`src/rtl/pc_fetch_stage_pkg.sv`:
```
// Shared types and constants for the PC / instruction-fetch stage.
package pc_fetch_stage_pkg;
  localparam logic [31:0] PC_RESET   = 32'h0000_0000;
  localparam logic [31:0] WORD_BYTES = 32'd4;

  typedef enum logic [1:0] {FETCH, WAIT_RSP, DRAIN} fetch_state_e;

  typedef struct packed {
    logic [31:0] pc;
    logic [31:0] inst;
  } buf_entry_t;
endpackage

```
`src/rtl/pc_fetch_stage_inst_buffer.sv`:
```
// Circular instruction buffer between fetch and decode; head fields hold their
// last value while empty so decode sees stable data.
module fetch_inst_buffer
  import pc_fetch_stage_pkg::*;
#(
  parameter int DEPTH = 2,
  localparam int AW = (DEPTH > 1) ? $clog2(DEPTH) : 1
) (
  input  logic       clk,
  input  logic       rst,
  input  logic       push,
  input  buf_entry_t push_data,
  input  logic       pop,
  input  logic       flush,
  output buf_entry_t head,
  output logic       full,
  output logic       empty
);
  buf_entry_t      mem_q [DEPTH];
  buf_entry_t      last_q, last_d;
  logic [AW-1:0]   head_q, head_d, tail_q, tail_d;
  logic [AW:0]     count_q, count_d;
  logic            do_push, do_pop;

  assign full    = (count_q == (AW+1)'(DEPTH));
  assign empty   = (count_q == '0);
  assign do_push = push && !full;
  assign do_pop  = pop && !empty;
  assign head    = empty ? last_q : mem_q[head_q];

  always_comb begin
    head_d  = head_q;
    tail_d  = tail_q;
    count_d = count_q;
    last_d  = head;
    if (flush) begin
      head_d  = '0;
      tail_d  = '0;
      count_d = '0;
    end else begin
      if (do_push) tail_d = tail_q + AW'(1);
      if (do_pop)  head_d = head_q + AW'(1);
      case ({do_push, do_pop})
        2'b10:   count_d = count_q + (AW+1)'(1);
        2'b01:   count_d = count_q - (AW+1)'(1);
        default: count_d = count_q;
      endcase
    end
  end

  always_ff @(posedge clk or posedge rst) begin
    if (rst) begin
      head_q  <= '0;
      tail_q  <= '0;
      count_q <= '0;
      last_q  <= '0;
    end else begin
      head_q  <= head_d;
      tail_q  <= tail_d;
      count_q <= count_d;
      last_q  <= last_d;
    end
  end

  // Storage needs no reset: an entry is only read once count covers it.
  always_ff @(posedge clk) begin
    if (do_push && !flush) mem_q[tail_q] <= push_data;
  end

  always_ff @(posedge clk) begin
    if (!rst) assert (!(push && full));
  end
endmodule

```
`src/rtl/pc_fetch_stage.sv`:
```
// PC register and one-outstanding fetch engine feeding a small instruction
// buffer; redirects flush the buffer and drain any in-flight response.
module pc_fetch_stage
  import pc_fetch_stage_pkg::*;
#(
  parameter logic [31:0] RESET_PC  = PC_RESET,
  parameter int          BUF_DEPTH = 2
) (
  input  logic        clk,
  input  logic        reset,
  input  logic [31:0] next_pc_in,
  input  logic        redirect,
  output logic        imem_req_valid,
  output logic [31:0] imem_req_addr,
  input  logic        imem_req_ready,
  input  logic        imem_rsp_valid,
  input  logic [31:0] imem_rsp_data,
  output logic        inst_valid,
  output logic [31:0] inst_out,
  output logic [31:0] inst_pc,
  output logic [31:0] pc_plus4,
  input  logic        inst_ready
);
  fetch_state_e state_q, state_d;
  logic [31:0]  fetch_pc_q, fetch_pc_d;
  logic         alive_q;
  logic         buf_push, buf_flush, buf_full, buf_empty;
  buf_entry_t   push_entry, head;

  assign imem_req_addr = fetch_pc_q;
  // fetch_pc has already advanced past the outstanding request.
  assign push_entry    = '{pc: fetch_pc_q - WORD_BYTES, inst: imem_rsp_data};
  assign inst_valid    = !buf_empty;
  assign inst_out      = head.inst;
  assign inst_pc       = head.pc;
  assign pc_plus4      = head.pc + WORD_BYTES;

  always_comb begin
    state_d        = state_q;
    fetch_pc_d     = fetch_pc_q;
    buf_push       = 1'b0;
    buf_flush      = 1'b0;
    imem_req_valid = alive_q && (state_q == FETCH) && !buf_full && !redirect;
    if (redirect) begin
      buf_flush  = 1'b1;
      fetch_pc_d = next_pc_in & ~32'h3;
      // A response landing in this same cycle closes the outstanding request,
      // so there is nothing left to drain.
      state_d    = (state_q != FETCH && !imem_rsp_valid) ? DRAIN : FETCH;
    end else begin
      case (state_q)
        FETCH: if (imem_req_valid && imem_req_ready) begin
          state_d    = WAIT_RSP;
          fetch_pc_d = fetch_pc_q + WORD_BYTES;
        end
        WAIT_RSP: if (imem_rsp_valid) begin
          buf_push = 1'b1;
          state_d  = FETCH;
        end
        DRAIN: if (imem_rsp_valid) state_d = FETCH;
        default: state_d = FETCH;
      endcase
    end
  end

  always_ff @(posedge clk or posedge reset) begin
    if (reset) begin
      state_q    <= FETCH;
      fetch_pc_q <= RESET_PC;
      alive_q    <= 1'b0;
    end else begin
      state_q    <= state_d;
      fetch_pc_q <= fetch_pc_d;
      alive_q    <= 1'b1;
    end
  end

  fetch_inst_buffer #(.DEPTH(BUF_DEPTH)) u_buf (
    .clk       (clk),
    .rst       (reset),
    .push      (buf_push),
    .push_data (push_entry),
    .pop       (inst_ready),
    .flush     (buf_flush),
    .head      (head),
    .full      (buf_full),
    .empty     (buf_empty)
  );
endmodule

```
`config.mk`:
```
export PLATFORM = sky130hd
export DESIGN_NAME = pc_fetch_stage
export DESIGN_NICKNAME = d
export VERILOG_FILES = /design/src/rtl/pc_fetch_stage_pkg.sv /design/src/rtl/pc_fetch_stage_inst_buffer.sv /design/src/rtl/pc_fetch_stage.sv
export SDC_FILE = /design/constraint.sdc
export NUM_CORES = 1
export LEC_CHECK = 0
export CAP_MARGIN = 20
export CORE_UTILIZATION = 47
export CTS_BUF_LIST = sky130_fd_sc_hd__clkbuf_16
export DETAILED_ROUTE_END_ITERATION = 8
export PLACE_DENSITY = 0.78
export SETUP_SLACK_MARGIN = 0.02
export SLEW_MARGIN = 20
export SYNTH_ARGS = -nofsm -noshare
export SYNTH_HDL_FRONTEND = slang
export SYNTH_SLANG_ARGS = --single-unit
```
`constraint.sdc`:
```
create_clock -name clk -period 10.2 [get_ports clk]
set_input_delay 2.04 -clock clk [delete_from_list [all_inputs] [get_ports clk]]
set_output_delay 2.04 -clock clk [all_outputs]
set_load 0.01 [all_outputs]
```
==> metrics.md <==
| Metric | Value |
|---|---|
| FP Rows | 53 |
| Top Ports | 200 |
| Placed insts | approximately 1.3k |
| Worst-path fanout max | between 80 and 90 |
| Critical path class | register to output port |
| TritonCTS clock tree | yes |
| Wirelength, routed | 23200 um |
| Share of power burned in registers | 0.401 |
| Initial antenna violation count | 0 |
| GRT Total Usage | 0.212 |
| Die Height | about 150 um |
| Worst vdd ir | between 100 and 150 uV |
| Clock latency on the worst-skew pair | 0.51 ns |
| Layout cells sized above 1 | 0.0714 |
| Setup crit end kind | output port |
| CP Buf/Inv Count | 2 |
| Placed inst area | 12200 um2 |
| CP max-delay cell | nor4_1 |
| Post-synthesis cell type count | 58 |
| Clk slew on worst S/H paths | 0.06 ns |
| Root buffer cell | clkbuf_16 |
| Final Net Count | between 1k and 1.5k |
| Crit path cell chain | nor2_4 -> buf_4 -> a211oi_1 -> nor2_1 -> ha_1 -> o31a_1 -> o21ai_0 -> nor4_1 -> nand2_1 -> nor4_1 -> xor2_1 -> clkdlybuf4s50_1 |
| Max-slew violation count | 0 |
| Net Sw Frac | 0.294 |
| Starting Density | 0.478 |
| Sequential Area | 6250 um2 |
| Leakage power | 4.79 nW |
| Max Root-Sink Buffers | 3 |
| Setup-failing EPs final | 0 |
| Final Cell Area | roughly 13000 um2 |
| Final Instance Count excl. Fillers | 1297 |
| CTS Hold Bufs | 0 |
| Asr flop ratio synth | 0.449 |
| CP dominant cell by count | nor4_1 |
| Clock Power Share | 0.281 |
| Via count | around 7k |
| Residual DRC count | 0 |
| Sequential element share of the synthesized area | 0.622 |
| Int Power | between 2 and 2.5 mW |
| Fmax | ~0.14 GHz |
| Via-to-Cell Ratio | between 5 and 6 |
| Setup WS pre-CTS | around 3.7 ns |
| CP required | about 8.2 ns |
| Post-CTS Setup Bufs | 0 |
| Routed WL per cell | between 15 and 20 um |
| Setup TNS | 0 ns |
| Yosys warnings | 0 |
| H-tree depth | 1 |
| Syn Inst Count | approximately 830 |
| Largest delay share family, worst path | simple AND/OR/NAND/NOR gates |
| Post-Syn Area | around 10000 um2 |
| Max Cap Violations | 0 |
| RSZ-0062 raised after global routing | no |
| Worst stage delay on the critical path | 0.67 ns |
| FF+latch count, synth | between 200 and 250 |
| Remaining global-route overflow | 0 |
| Period utilization | 0.693 |
| First-pass GRT wire length | around 36000 um |
| DP HPWL | ~16000 um |
| Antenna-violating nets left | 0 |
| Area of the multi-input gates | 3420 um2 |
| Largest net degree at the start of global routing | a little over 80 |
| Rel. slew slack | 0.273 |
| Clock buffer count from CTS | 24 |
| Top FF cell, synth | edfxtp_1 |
| Iter 0 DRT Violations | 463 |
| Synthesized area per cell | approximately 12 um2 |
| Fill cells | 1587 |
| Pwr/cell area | 227 nW/um2 |
| Die W | between 100 and 150 um |
| Fin crit period | approximately 7.1 ns |
| Die area | approximately 22000 um2 |
| WP data arrival | around 5 ns |
| Core area | 21000 um2 |
| Min-delay worst type | register to register |
| Number of enable flip-flop cells after synthesis | ~120 |
| Slew @ Worst Pin | around 1.1 ns |
| Sink Count | 225 |
| TritonRoute pass-1 iters | 5 |
| Area Overhead vs Synth | 28.5% |
| Switching pwr | between 0.8 and 0.9 mW |
| Outcome | complete, no violations |
| Fin. Hold Viols | 0 |
| Combinational share of power | 0.318 |
| Setup Skew | ~0.012 ns |
| Vias in the first global route | roughly 7k |
| CP startpoint kind | register |
| IO Port Bufs | between 150 and 200 |
| Number of antenna diodes | 0 |
| Final worst slack | ~3.1 ns |
| Post-cts sizing count | 0 |
| RePlAce Congestion | around 0.88 |
Yosys cell counts (5+ instances only):
master	number	area, um2
edfxtp_1	124	3720
dfrtp_1	101	2530
nand2_1	82	308
mux2i_1	62	621
o21ai_0	57	285
nor2_1	41	154
inv_1	35	131
xor2_1	34	298
clkbuf_1	33	124
xnor2_1	32	280
nand3_1	25	125
nor3_1	24	120
nor4_1	24	150
mux2_2	17	191
a21oi_1	15	75.1
buf_2	10	50.1
nand4_1	10	62.6
buf_4	7	52.6
or3_1	7	43.8
and4_1	5	43.8
ha_1	5	62.6
nor2b_1	5	31.3
o211ai_1	5	37.5
or2_2	5	31.3
flip-flops by register name, indices dropped and copies added (netlist names):
| name | flops |
|---|---|
| u_buf.mem_q | 124 |
| u_buf.last_q | 64 |
| imem_req_addr | 30 |
| state_q | 2 |
| u_buf.count_q | 2 |
| alive_q | 1 |
| u_buf.head_q | 1 |
| u_buf.tail_q | 1 |
worst reg2reg max path: stages, from the launching register on:
cell     delay (ns)
dfrtp_1        0.35
inv_1          0.10
ha_1           0.20
nand2_1        0.19
nor4b_2        0.77
buf_4          0.72
path summary, 6_finish.rpt:
check	start	to	slack (ns)	cells after the start
worst min register to register	u_buf.last_q[3]$_DFF_PP0_	u_buf.last_q[3]$_DFF_PP0_	0.49	2
worst max register to register	state_q[1]$_DFFE_PP0P_	u_buf.mem_q[1][21]$_DFFE_PP_	7.41	5
worst min-delay path	u_buf.last_q[3]$_DFF_PP0_	u_buf.last_q[3]$_DFF_PP0_	0.49	2
worst max-delay path	u_buf.count_q[1]$_DFFE_PP0P_	pc_plus4[18]	3.13	12
max in group asynchronous	reset	u_buf.head_q$_DFFE_PP0P_	6.92	3
min in group asynchronous	reset	u_buf.last_q[20]$_DFF_PP0_	1.91	2
cell families after synthesis:
family | share of synthesized area
adder cells (fa/ha/maj) | 0.00623
XOR/XNOR | 0.0575
flip-flops | 0.622
AO/OA/AOI/OAI | 0.0632
buffers and inverters | 0.0398
other | 0.000747
AND/OR/NAND/NOR | 0.130
multiplexers | 0.0808
power by group through the flow:
stage          combinational [mW]  clock, mW  sequential (mW)
2_1_floorplan               0.427          0             1.16
5_1_grt                      1.00      0.881             1.19
3_3_place_gp                0.915          0             1.18
3_5_place_dp                0.935          0             1.19
4_1_cts                     0.939      0.840             1.17
6_report                    0.932      0.823             1.17
cell usage in the layout (no fill, tap or decap), drive strengths merged, types with 4 or more instances in the layout:
cell           count
a21o               4
a21oi             15
and2               4
and3               4
and4               5
buf                6
clkbuf            25
clkdlybuf4s50    195
clkinv            10
dfrtp            101
edfxtp           124
ha                 5
inv               42
mux2              17
mux2i             62
nand2             83
nand3             25
nand4             10
nor2              41
nor2b              5
nor3              26
nor4              25
o211ai             5
o21ai             58
or2                6
or3                8
or4                6
xnor2             32
xor2              34
layer usage:
layer	share of wire	global-route usage
met2	0.48	0.360
met5	0	0
met1	0.42	0.274
met3	0.070	0.0334
met4	0.031	0.0814
final cells by class:
class	instances	share of cell area
Clock inverter	19	0.00998
Clock buffer	25	0.0485
Sequential cell	225	0.484
Multi-Input combinational cell	516	0.265
Timing Repair Buffer	201	0.155
Inverter	36	0.0107
Tap cell	275	0.0267
through the flow:
stage                      util  total power, mW  hold WS (ns)
after global routing      0.614             3.07         0.515
after floorplan               -             1.59         0.530
after global placement    0.578             2.10         0.471
after detailed placement  0.578             2.12         0.485
final                     0.614             2.93         0.491
after CTS                 0.614             2.95         0.498
(Power assumes the default switching activity.)
